==> config.mk <==
export PLATFORM = sky130hd
export DESIGN_NAME = uart_rx_fifo_flat
export DESIGN_NICKNAME = d
export VERILOG_FILES = /design/src/rtl/uart_rx_fifo_if.sv /design/src/rtl/uart_rx_fifo.sv /design/src/flat_wrapper.sv
export SDC_FILE = /design/constraint.sdc
export NUM_CORES = 1
export LEC_CHECK = 0
export ABC_AREA = 1
export ABC_CLOCK_PERIOD_IN_PS = 3000
export CAP_MARGIN = 10
export CORE_MARGIN = 8
export CORE_UTILIZATION = 45
export CTS_CLUSTER_DIAMETER = 40
export DETAILED_ROUTE_END_ITERATION = 7
export PLACE_DENSITY = 0.7
export REMOVE_ABC_BUFFERS = 1
export SLEW_MARGIN = 20
export SYNTH_ARGS = -nofsm -noshare
export SYNTH_HDL_FRONTEND = slang
export SYNTH_SLANG_ARGS = --single-unit
==> constraint.sdc <==
create_clock -name clk -period 3 [get_ports clk]
set_input_delay 0.6 -clock clk [delete_from_list [all_inputs] [get_ports clk]]
set_output_delay 0.6 -clock clk [all_outputs]
set_load 0.005 [all_outputs]
==> src/rtl/uart_rx_fifo_if.sv <==
// Receiver-side and consumer-side signals of the UART receive FIFO.
// The master side is the receiver/consumer; the slave side is the FIFO.
interface uart_rx_fifo_if #(
  parameter int unsigned ADDR_WIDTH = 4
) ();
  logic                  rxDone;
  logic                  rxErr;
  logic [7:0]            rxByte;
  logic                  rdEn;
  logic                  clrOverflow;
  logic [7:0]            rdByte;
  logic                  rdErr;
  logic                  rdValid;
  logic                  empty;
  logic                  full;
  logic [ADDR_WIDTH:0]   count;
  logic                  overflow;
  logic [7:0]            errCount;

  modport master (
    output rxDone, rxErr, rxByte, rdEn, clrOverflow,
    input  rdByte, rdErr, rdValid, empty, full, count, overflow, errCount
  );

  modport slave (
    input  rxDone, rxErr, rxByte, rdEn, clrOverflow,
    output rdByte, rdErr, rdValid, empty, full, count, overflow, errCount
  );
endinterface

==> src/rtl/uart_rx_fifo.sv <==
// Receive FIFO behind the UART receiver: edge-detected byte capture with
// error tagging, registered read port, sticky overflow and error counter.
module uart_rx_fifo #(
  parameter int unsigned DEPTH      = 16,
  parameter int unsigned ADDR_WIDTH = 4,
  parameter bit          DROP_ERR   = 1'b0
) (
  input logic           clk,
  input logic           reset,
  uart_rx_fifo_if.slave bus
);

  localparam int unsigned AW = ADDR_WIDTH;
  localparam int unsigned CW = ADDR_WIDTH + 1;

  logic [8:0]    mem [DEPTH];

  logic          done_q, done_d;
  logic [AW-1:0] wr_ptr_q, wr_ptr_d;
  logic [AW-1:0] rd_ptr_q, rd_ptr_d;
  logic [CW-1:0] count_q, count_d;
  logic          empty_q, empty_d;
  logic          full_q, full_d;
  logic          overflow_q, overflow_d;
  logic [7:0]    rd_byte_q, rd_byte_d;
  logic          rd_err_q, rd_err_d;
  logic          rd_valid_q, rd_valid_d;
  logic [7:0]    err_cnt_q, err_cnt_d;

  logic          wr_ev;
  logic          store;
  logic          rd;
  logic          wr_ok;

  // Next-state: write on rxDone rising edge, read when non-empty; a read
  // on the same edge frees the slot a full-FIFO write needs.
  always_comb begin
    wr_ev      = bus.rxDone & ~done_q;
    store      = wr_ev & ~(DROP_ERR & bus.rxErr);
    rd         = bus.rdEn & ~empty_q;
    wr_ok      = store & (~full_q | rd);

    done_d     = bus.rxDone;
    wr_ptr_d   = wr_ptr_q;
    rd_ptr_d   = rd_ptr_q;
    overflow_d = overflow_q;
    rd_byte_d  = rd_byte_q;
    rd_err_d   = rd_err_q;
    rd_valid_d = 1'b0;
    err_cnt_d  = err_cnt_q;

    if (wr_ok) begin
      wr_ptr_d = wr_ptr_q + AW'(1);
    end
    if (rd) begin
      rd_byte_d  = mem[rd_ptr_q][7:0];
      rd_err_d   = mem[rd_ptr_q][8];
      rd_valid_d = 1'b1;
      rd_ptr_d   = rd_ptr_q + AW'(1);
    end

    count_d = count_q + CW'(wr_ok) - CW'(rd);
    empty_d = (count_d == '0);
    full_d  = (count_d == CW'(DEPTH));

    // Set wins over clear.
    if (store && full_q && !rd) begin
      overflow_d = 1'b1;
    end else if (bus.clrOverflow) begin
      overflow_d = 1'b0;
    end

    if (wr_ev && bus.rxErr && (err_cnt_q != 8'hFF)) begin
      err_cnt_d = err_cnt_q + 8'd1;
    end
  end

  always_ff @(posedge clk or posedge reset) begin
    if (reset) begin
      done_q     <= 1'b0;
      wr_ptr_q   <= '0;
      rd_ptr_q   <= '0;
      count_q    <= '0;
      empty_q    <= 1'b1;
      full_q     <= 1'b0;
      overflow_q <= 1'b0;
      rd_byte_q  <= 8'h00;
      rd_err_q   <= 1'b0;
      rd_valid_q <= 1'b0;
      err_cnt_q  <= 8'h00;
    end else begin
      done_q     <= done_d;
      wr_ptr_q   <= wr_ptr_d;
      rd_ptr_q   <= rd_ptr_d;
      count_q    <= count_d;
      empty_q    <= empty_d;
      full_q     <= full_d;
      overflow_q <= overflow_d;
      rd_byte_q  <= rd_byte_d;
      rd_err_q   <= rd_err_d;
      rd_valid_q <= rd_valid_d;
      err_cnt_q  <= err_cnt_d;
    end
  end

  // Storage has no reset; contents are only observed after being written.
  always_ff @(posedge clk) begin
    if (wr_ok) begin
      mem[wr_ptr_q] <= {bus.rxErr, bus.rxByte};
    end
  end

  assign bus.rdByte   = rd_byte_q;
  assign bus.rdErr    = rd_err_q;
  assign bus.rdValid  = rd_valid_q;
  assign bus.empty    = empty_q;
  assign bus.full     = full_q;
  assign bus.count    = count_q;
  assign bus.overflow = overflow_q;
  assign bus.errCount = err_cnt_q;

endmodule

==> src/flat_wrapper.sv <==
// flat-port wrapper written by rule: the top's interface ports become plain ports
module uart_rx_fifo_flat 
#(
  parameter int unsigned DEPTH      = 16,
  parameter int unsigned ADDR_WIDTH = 4,
  parameter bit          DROP_ERR   = 1'b0
)
  (clk, reset, bus_rxDone, bus_rxErr, bus_rxByte, bus_rdEn, bus_clrOverflow, bus_rdByte, bus_rdErr, bus_rdValid, bus_empty, bus_full, bus_count, bus_overflow, bus_errCount);
  uart_rx_fifo_if #(.ADDR_WIDTH(ADDR_WIDTH)) bus_i ();
  input logic clk;
  input logic reset;
  input wire logic [$bits(bus_i.rxDone)-1:0] bus_rxDone;
  input wire logic [$bits(bus_i.rxErr)-1:0] bus_rxErr;
  input wire logic [$bits(bus_i.rxByte)-1:0] bus_rxByte;
  input wire logic [$bits(bus_i.rdEn)-1:0] bus_rdEn;
  input wire logic [$bits(bus_i.clrOverflow)-1:0] bus_clrOverflow;
  output wire logic [$bits(bus_i.rdByte)-1:0] bus_rdByte;
  output wire logic [$bits(bus_i.rdErr)-1:0] bus_rdErr;
  output wire logic [$bits(bus_i.rdValid)-1:0] bus_rdValid;
  output wire logic [$bits(bus_i.empty)-1:0] bus_empty;
  output wire logic [$bits(bus_i.full)-1:0] bus_full;
  output wire logic [$bits(bus_i.count)-1:0] bus_count;
  output wire logic [$bits(bus_i.overflow)-1:0] bus_overflow;
  output wire logic [$bits(bus_i.errCount)-1:0] bus_errCount;
  assign bus_i.rxDone = bus_rxDone;
  assign bus_i.rxErr = bus_rxErr;
  assign bus_i.rxByte = bus_rxByte;
  assign bus_i.rdEn = bus_rdEn;
  assign bus_i.clrOverflow = bus_clrOverflow;
  assign bus_rdByte = bus_i.rdByte;
  assign bus_rdErr = bus_i.rdErr;
  assign bus_rdValid = bus_i.rdValid;
  assign bus_empty = bus_i.empty;
  assign bus_full = bus_i.full;
  assign bus_count = bus_i.count;
  assign bus_overflow = bus_i.overflow;
  assign bus_errCount = bus_i.errCount;
  uart_rx_fifo #(.DEPTH(DEPTH), .ADDR_WIDTH(ADDR_WIDTH), .DROP_ERR(DROP_ERR)) u_core (.clk(clk), .reset(reset), .bus(bus_i));
endmodule
==> reports/qor.log, run 1 <==
INFO  final_layout   total_non_filler_cell_area_in_the_finished_layout=8810µm²
INFO  timing         finalWorstPathRequiredPeriod=2430ps
INFO  setup_path     crit_path_start_kind=input pin
INFO  logic_synthesis ys_seq_elements=179
INFO  die            core_area=16500µm²
INFO  power_and_ir_drop leakage=3.49nW
INFO  clock_network  clkSlewWorstSetupHoldPaths=60ps
INFO  detailed_routing vias_per_cell=5.17
INFO  timing         unrepaired_setup_endpoints_after_global_routing=no
INFO  min_path       hold_path.startpoint=u_core.done_q$_DFF_PP0_
INFO  place          postPlaceCellArea=8210µm²
INFO  clock_network  cts_buffers=17
INFO  timing         hold_slack=487ps
INFO  logic_synthesis synth_enable_flop_cells=144
INFO  setup_path     worstPathRequired=3360ps
INFO  logic_synthesis yosysSeqAreaShare=68.8%
INFO  setup_path     timing.reg2reg.setup_slack=620ps
INFO  setup_path     worstRegToRegCells=12
INFO  clock_network  post_cts.resized_instances=0
INFO  timing         max_freq=0.412GHz
INFO  power_and_ir_drop power.share.switching=35.5%
INFO  power_and_ir_drop p_int=5.44mW
INFO  min_path       worst_hold_path.endpoint=u_core.bus.overflow$_DFFE_PP0P_
INFO  final_layout   drive_gt1_share=9.03%
INFO  min_path       hold-path-cell-count=1
INFO  clock_network  post_cts_buffers=0
INFO  global_route   grt_pass1_vias=5031
INFO  final_layout   number_of_nets_in_the_final_layout=756
INFO  die            design.die.area=21200µm²
INFO  place          gp_routability_congestion=0.814
INFO  power_and_ir_drop share_comb_of_total_power=35.0%
INFO  timing         timing.final.ws_setup=574ps
INFO  detailed_routing drt_iter0_markers=533
INFO  place          place.port_buffers=39
INFO  detailed_routing drc=0
INFO  power_and_ir_drop power.sequential.fraction=38.4%
INFO  clock_network  cts.hold.buffers_added=0
INFO  die            floorplan.initialDensity=45.7%
INFO  setup_path     ff_to_ff_end=u_core.bus.full$_DFF_PP0_
INFO  logic_synthesis netlist_instances=674
INFO  power_and_ir_drop power.density=958nW/µm²
INFO  final_layout   flow.area_growth_from_synthesis=16.6%
INFO  setup_path     critPathCaptureType=register
INFO  clock_network  clock_tree.buffer_depth=2
INFO  place          hpwl=10800µm
INFO  global_route   first_pass_grt_wire_length=26600µm
INFO  power_and_ir_drop power.total=8.44mW
INFO  logic_synthesis async_reset_ff_share=19.6%
INFO  place          placement.setup.worst_slack=161ps
INFO  detailed_routing dr.pass1.iters=5
INFO  clock_network  tritoncts_num_sinks=179
INFO  setup_path     crit_fanout=3
INFO  setup_path     rr_startpoint=u_core.bus.empty$_DFF_PP1_
INFO  clock_network  clock_tree.root_cell=clkbuf_16
INFO  timing         final_min_period_over_clock_period=80.9%
INFO  clock_network  clock_latency_on_the_worst_skew_pair=430ps
INFO  global_route   grt.overflow.total=0
INFO  power_and_ir_drop net-switching-power=3.00mW
INFO  setup_path     critical_path_arrival=2790ps
INFO  timing         fin_skew=6.84ps
INFO  logic_synthesis yosys_warnings=0
INFO  global_route   largest_net_degree_at_the_start_of_global_routing=59
INFO  detailed_routing remaining_antenna_violation_count_after_routing=0
INFO  run_status     outcome=finished clean
INFO  final_layout   utilization=53.3%
INFO  place          placedCellCount=931
INFO  die            num_rows=47
INFO  clock_network  clock_tree.htree_level_count=4
INFO  die            dieWidth=146µm
INFO  final_layout   final_cells=962
INFO  logic_synthesis cell_area_synth=7550µm²
INFO  global_route   grt_antenna_before_repair=0
INFO  power_and_ir_drop power.share.clock=26.6%
INFO  die            die_height=146µm
INFO  logic_synthesis synth_top_flop_cell=edfxtp_1
INFO  detailed_routing routed_wire_length_per_instance=17.3µm
INFO  timing         final_hold_viol_count=0
INFO  timing         worstMarginPinSlew=783ps
INFO  final_layout   ant_cells=0
INFO  clock_network  tritoncts=built
INFO  timing         final_max_slew_viol_count=0
INFO  global_route   track_usage=16.2%
INFO  power_and_ir_drop worst_ir_drop_vdd=609µV
INFO  timing         final-setup-viol-count=0
INFO  run            max_cap_violations=0
INFO  setup_path     critPathKind=in -> reg
INFO  detailed_routing vias=4977
INFO  timing         accumulated_negative_setup_slack=0ps
INFO  timing         timing.slew.headroom=47.7%
INFO  detailed_routing routed_wirelength=16700µm
INFO  logic_synthesis synthDistinctLibCells=27
INFO  logic_synthesis syn-mean-instance-area=11.2µm²
INFO  min_path       worst_min_delay_path_category=reg -> reg
INFO  die            ioPinCount=40
[cell usage in the layout (no fill, tap or decap), types with 6 or more instances in the layout]
master,Yosys,layout
buf_4,5,27
nor2_1,19,19
ha_1,11,11
inv_1,31,31
nand2_1,253,253
clkdlybuf4s50_1,0,39
edfxtp_1,144,144
xor2_1,12,12
a21oi_1,6,6
dfrtp_1,34,33
nand3_1,108,108
clkbuf_16,0,17
[state kept, by name, summed over array words and instances (netlist names)]
| signal | flops |
|---|---|
| u_core.bus.empty | 1 |
| u_core.bus.errCount | 8 |
| u_core.wr_ptr_q | 4 |
| u_core.bus.count | 5 |
| u_core.bus.rdErr | 1 |
| u_core.rd_ptr_q | 4 |
| u_core.bus.overflow | 1 |
| u_core.done_q | 1 |
| u_core.mem | 144 |
| u_core.bus.rdValid | 1 |
| u_core.bus.rdByte | 8 |
| u_core.bus.full | 1 |
[power groups by stage]
| stage | combinational (mW) | sequential (mW) | clock [mW] |
|---|---|---|---|
| floorplan | 1.60 | 3.40 | 0 |
| global placement | 2.84 | 3.28 | 0 |
| detailed placement | 2.95 | 3.29 | 0 |
| CTS | 2.97 | 3.24 | 2.27 |
| global route | 3.30 | 3.28 | 2.36 |
| finish | 2.96 | 3.24 | 2.24 |
[synth_stat cells, drive strengths merged (2+ instances only)]
cell    number  area (µm²)
xnor2        2        17.5
edfxtp     144        4320
a21oi        6        30.0
o21ai        7        42.5
ha          11         138
nand2      253         950
xor2        12         105
inv         33         124
nor2        23        96.3
buf         29         226
dfrtp       34         851
nor3         4        20.0
nand3      109         551
[metal layers]
layer | vias to the layer above | GRT usage (%) | share of wire [%]
met5 | - | 0 | 0
met4 | 0 | 6.92 | 1.9
met3 | 22 | 2.80 | 4.6
met2 | 146 | 27.8 | 51
met1 | 2431 | 19.7 | 42
li1 | 2378 | - | -
[cell families after synthesis]
family | after synthesis | synth area share, %
AO/OA/AOI/OAI | 14 | 1.08
XOR/XNOR | 14 | 1.62
adder cells (fa/ha/maj) | 12 | 2.09
buffers and inverters | 64 | 4.74
flip-flops | 179 | 68.8
AND/OR/NAND/NOR | 391 | 21.6
[cell type report]
class / count / area (µm²)
Inverter: 34 / 128
Clock buffer: 18 / 429
Timing Repair Buffer: 67 / 613
Tap cell: 220 / 275
Multi-Input combinational cell: 431 / 2000
Fill cell: 1375 / 7710
Clock inverter: 13 / 166
Sequential cell: 179 / 5200
[critical path, stage by stage]
cell             delay [ps]
clkdlybuf4s50_1         460
nand2_1                  90
inv_1                    90
ha_1                    220
inv_1                    60
ha_1                    150
inv_1                    50
fa_1                    400
o21ai_0                 240
xor2_1                  250
inv_1                    70
nor2_1                   90
[worst max path at each step]
stage	to	startpoint	cells after the start	slack (ps)
after CTS	u_core.bus.full$_DFF_PP0_	bus_rdEn	12	600
after floorplan	u_core.bus.rdByte[2]$_DFFE_PP0P_	u_core.rd_ptr_q[0]$_DFFE_PP0P_	9	170
after global routing	u_core.bus.full$_DFF_PP0_	bus_rdEn	12	350
final	u_core.bus.full$_DFF_PP0_	bus_rdEn	12	570
after global placement	u_core.bus.full$_DFF_PP0_	bus_rdEn	12	210
after detailed placement	u_core.bus.full$_DFF_PP0_	bus_rdEn	12	160
Note: power is estimated with default switching activity, not from simulation.
==> inputs of run 2 (changes only) <==
--- a/config.mk
+++ b/config.mk
@@ -6,7 +6,7 @@
 export NUM_CORES = 1
 export LEC_CHECK = 0
 export ABC_AREA = 1
-export ABC_CLOCK_PERIOD_IN_PS = 3000
+export ABC_CLOCK_PERIOD_IN_PS = 2300
 export CAP_MARGIN = 10
 export CORE_MARGIN = 8
 export CORE_UTILIZATION = 45
==> constraint.sdc (replaced) <==
create_clock -name clk -period 2.3 [get_ports clk]
set_input_delay 0.46 -clock clk [delete_from_list [all_inputs] [get_ports clk]]
set_output_delay 0.46 -clock clk [all_outputs]
set_load 0.005 [all_outputs]
==> run 2 against run 1 <==
Cell count is 0.83% higher; largest cell class unchanged; critical path depth stayed put; register-to-register slack worse by 530 ps.
==> reports/qor.log, run 2 (synthesized netlist as in run 1, its figures left out) <==
INFO  min_path       worst_min_delay_path_category=in -> async [was reg -> reg]
INFO  power_and_ir_drop power.share.switching=36.8% [was 35.5%]
INFO  clock_network  clock_tree.root_cell=clkbuf_16 [unchanged]
INFO  power_and_ir_drop p_int=6.93mW [was 5.44 mW]
INFO  power_and_ir_drop leakage=3.50nW [was 3.49 nW]
INFO  detailed_routing vias_per_cell=5.19 [was 5.17]
INFO  timing         finalWorstPathRequiredPeriod=2210ps
INFO  global_route   grt.overflow.total=0 [unchanged]
INFO  clock_network  clock_latency_on_the_worst_skew_pair=420ps [was 430 ps]
INFO  die            design.die.area=21200µm² [unchanged]
INFO  detailed_routing routed_wirelength=16500µm [was 16700 µm]
INFO  final_layout   number_of_nets_in_the_final_layout=764 [was 756]
INFO  die            num_rows=47 [unchanged]
INFO  run            max_cap_violations=0 [unchanged]
INFO  setup_path     buffers_plus_inverters_on_the_worst_setup_path=5 [unchanged]
INFO  setup_path     critical_path_arrival=2570ps [was 2790 ps]
INFO  place          hpwl=10900µm [was 10800 µm]
INFO  setup_path     worstPathRequired=2650ps [was 3360 ps]
INFO  power_and_ir_drop power.share.clock=24.8% [was 26.6%]
INFO  timing         final_min_period_over_clock_period=96.3%
INFO  setup_path     critPathCaptureType=register [unchanged]
INFO  setup_path     crit_path_start_kind=register [was input pin]
INFO  timing         final_hold_viol_count=0 [unchanged]
INFO  die            die_height=146µm [unchanged]
INFO  global_route   first_pass_grt_wire_length=26600µm [about the same]
INFO  die            dieWidth=146µm [unchanged]
INFO  timing         accumulated_negative_setup_slack=0ps [unchanged]
INFO  setup_path     critPathCapture=u_core.bus.empty$_DFF_PP1_ [was u_core.bus.full$_DFF_PP0_]
INFO  timing         max_freq=0.452GHz
INFO  setup_path     critPathKind=reg -> reg [was in -> reg]
INFO  timing         fin_skew=7.62ps [was 6.84 ps]
INFO  detailed_routing remaining_antenna_violation_count_after_routing=0 [unchanged]
INFO  global_route   track_usage=16.0% [was 16.2%]
INFO  clock_network  cts_buffers=17 [unchanged]
INFO  setup_path     cpMostUsedCell=inv_1 [unchanged]
INFO  setup_path     critical-path-slowest-cell=dfstp_2 [was clkdlybuf4s50_1]
INFO  final_layout   layout.cells.most_common_list=nand2_1 (252), edfxtp_1 (144), nand3_1 (108) [was nand2_1 (253), edfxtp_1 (144), nand3_1 (108)]
INFO  setup_path     setup.worst_path.start=u_core.bus.empty$_DFF_PP1_ [was bus_rdEn]
INFO  power_and_ir_drop worst_ir_drop_vdd=644µV [was 609 µV]
INFO  setup_path     cp_cell_sequence=inv_1 -> nand2_2 -> inv_1 -> ha_4 -> inv_2 -> ha_2 -> inv_1 -> fa_2 -> inv_1 -> nor3_2 -> nand2_1 -> nor2_1 [was clkdlybuf4s50_1 -> nand2_1 -> inv_1 -> ha_1 -> inv_1 -> ha_1 -> inv_1 -> fa_1 -> o21ai_0 -> xor2_1 -> inv_1 -> nor2_1]
INFO  timing         final_max_slew_viol_count=0 [unchanged]
INFO  final_layout   drive_gt1_share=11.3% [was 9.03%]
INFO  detailed_routing drc=0 [unchanged]
INFO  power_and_ir_drop power.density=1240nW/µm² [was 958 nW/µm²]
INFO  setup_path     cp_num_cells=12 [unchanged]
INFO  setup_path     worstRegToRegCells=12 [unchanged]
INFO  run_status     outcome=finished clean [unchanged]
INFO  final_layout   ant_cells=0 [unchanged]
INFO  timing         final-setup-viol-count=0 [unchanged]
INFO  setup_path     rr_startpoint=u_core.bus.empty$_DFF_PP1_ [unchanged]
INFO  clock_network  tritoncts=built [unchanged]
INFO  die            ioPinCount=40 [unchanged]
INFO  clock_network  clock_tree.buffer_depth=2 [unchanged]
INFO  global_route   largest_net_degree_at_the_start_of_global_routing=49 [was 59]
INFO  final_layout   most_common_cell_after_layout_fill_and_taps_aside=nand2_1 [unchanged]
INFO  clock_network  tritoncts_num_sinks=179 [unchanged]
INFO  timing         timing.slew.headroom=56.2% [was 47.7%]
INFO  setup_path     ff_to_ff_end=u_core.bus.empty$_DFF_PP1_ [was u_core.bus.full$_DFF_PP0_]
INFO  global_route   grt_antenna_before_repair=0 [unchanged]
INFO  setup_path     worst_path_largest_cell_delay=530ps [was 460 ps]
INFO  global_route   grt_pass1_vias=4996 [was 5031]
INFO  power_and_ir_drop share_comb_of_total_power=36.6% [was 35.0%]
INFO  setup_path     worst_path_dominant_cell_family=adder cells [unchanged]
INFO  timing         hold_slack=448ps [was 487 ps]
INFO  die            core_area=16500µm² [unchanged]
INFO  detailed_routing vias=5034 [was 4977]
INFO  final_layout   largest_register_ff_count=144 [unchanged]
INFO  final_layout   largest_register=u_core.mem [unchanged]
INFO  final_layout   final.fill_count=1342 [was 1375]
INFO  timing         worstMarginPinSlew=656ps [was 783 ps]
INFO  setup_path     timing.reg2reg.setup_slack=90ps [was 620 ps]
INFO  power_and_ir_drop power.sequential.fraction=38.6% [was 38.4%]
INFO  power_and_ir_drop net-switching-power=4.03mW [was 3.00 mW]
INFO  die            floorplan.initialDensity=45.7% [unchanged]
INFO  detailed_routing dr.pass1.iters=6 [was 5]
INFO  setup_path     crit_fanout=3 [unchanged]
INFO  clock_network  clkSlewWorstSetupHoldPaths=60ps [about the same]
INFO  final_layout   utilization=53.6% [was 53.3%]
INFO  clock_network  clock_tree.htree_level_count=4 [unchanged]
INFO  clock_network  cts.hold.buffers_added=0 [unchanged]
INFO  place          gp_routability_congestion=0.827 [was 0.814]
INFO  detailed_routing routed_wire_length_per_instance=17.0µm [was 17.3 µm]
INFO  final_layout   flow.area_growth_from_synthesis=17.3% [was 16.6%]
INFO  place          place.port_buffers=39 [unchanged]
INFO  detailed_routing drt_iter0_markers=473 [was 533]
## run 2: changes by cell type in the layout (fill, tap and decap cells not counted), sizes merged
cell      change
buf           +8
bufinv        -3
clkbuf        +1
clkinv        -6
clkinvlp      +2
inv           +6
## run 2: power by group through the flow
stage | clock network (mW) | registers [mW] | logic (mW)
final | 2.71 | 4.24 | 4.01
after global routing | 2.88 | 4.28 | 4.49
after CTS | 2.74 | 4.23 | 3.96
after detailed placement | 0 | 4.30 | 3.85
after global placement | 0 | 4.28 | 3.74
after floorplan | 0 | 4.43 | 2.09
## run 2: layout make-up
cell class / count / area [µm²] / area share [%]
clock inverter: 12 / 121 / 1.37
clock buffer: 19 / 433 / 4.88
timing repair buffer: 75 / 673 / 7.59
sequential: 179 / 5200 / 58.7
tap: 220 / 275 / 3.11
inverter: 34 / 128 / 1.44
multi-input combinational: 431 / 2030 / 22.9
## run 2: metal layers
metal  vias to the layer above  wire length (µm)  track usage, %
met5                         -                 0               0
met4                         0               359            6.25
met3                        25               893            2.49
met2                       176              8460            27.3
met1                      2440              6820            20.1
li1                       2393                 -               -
## run 2: stage by stage
step           instances  area (µm²)  total power, mW  worst slack, ps
6_report             970        8860             11.0             85.8
5_1_grt              970        8860             11.7            -18.7
4_1_cts              970        8840             10.9            0.489
3_5_place_dp         938        8270             8.15             -427
3_3_place_gp         938        8270             8.02             -337
2_1_floorplan        644        7320             6.52             -530
## run 2: timing repair
action,4_1_cts,5_1_grt
setup endpoints to repair,2,3
pin swaps,1,1
setup buffers,1,0
resized for setup,4,5
## run 2: how the worst min path moves through the flow
stage | startpoint | to | slack (ps) | depth (start not counted)
finish | reset | u_core.bus.errCount[1]$_DFFE_PP0P_ | 450 | 3
global route | bus_rxDone | u_core.done_q$_DFF_PP0_ | 500 | 1
CTS | reset | u_core.bus.count[1]$_DFF_PP0_ | 460 | 3
detailed placement | u_core.done_q$_DFF_PP0_ | u_core.bus.overflow$_DFFE_PP0P_ | 480 | 1
global placement | u_core.done_q$_DFF_PP0_ | u_core.bus.overflow$_DFFE_PP0P_ | 460 | 1
floorplan | u_core.done_q$_DFF_PP0_ | u_core.bus.overflow$_DFFE_PP0P_ | 450 | 1
## run 2: worst min-delay path, delay by kind of cell
kind,cells,cell delay (ps)
buffers and inverters,3,840
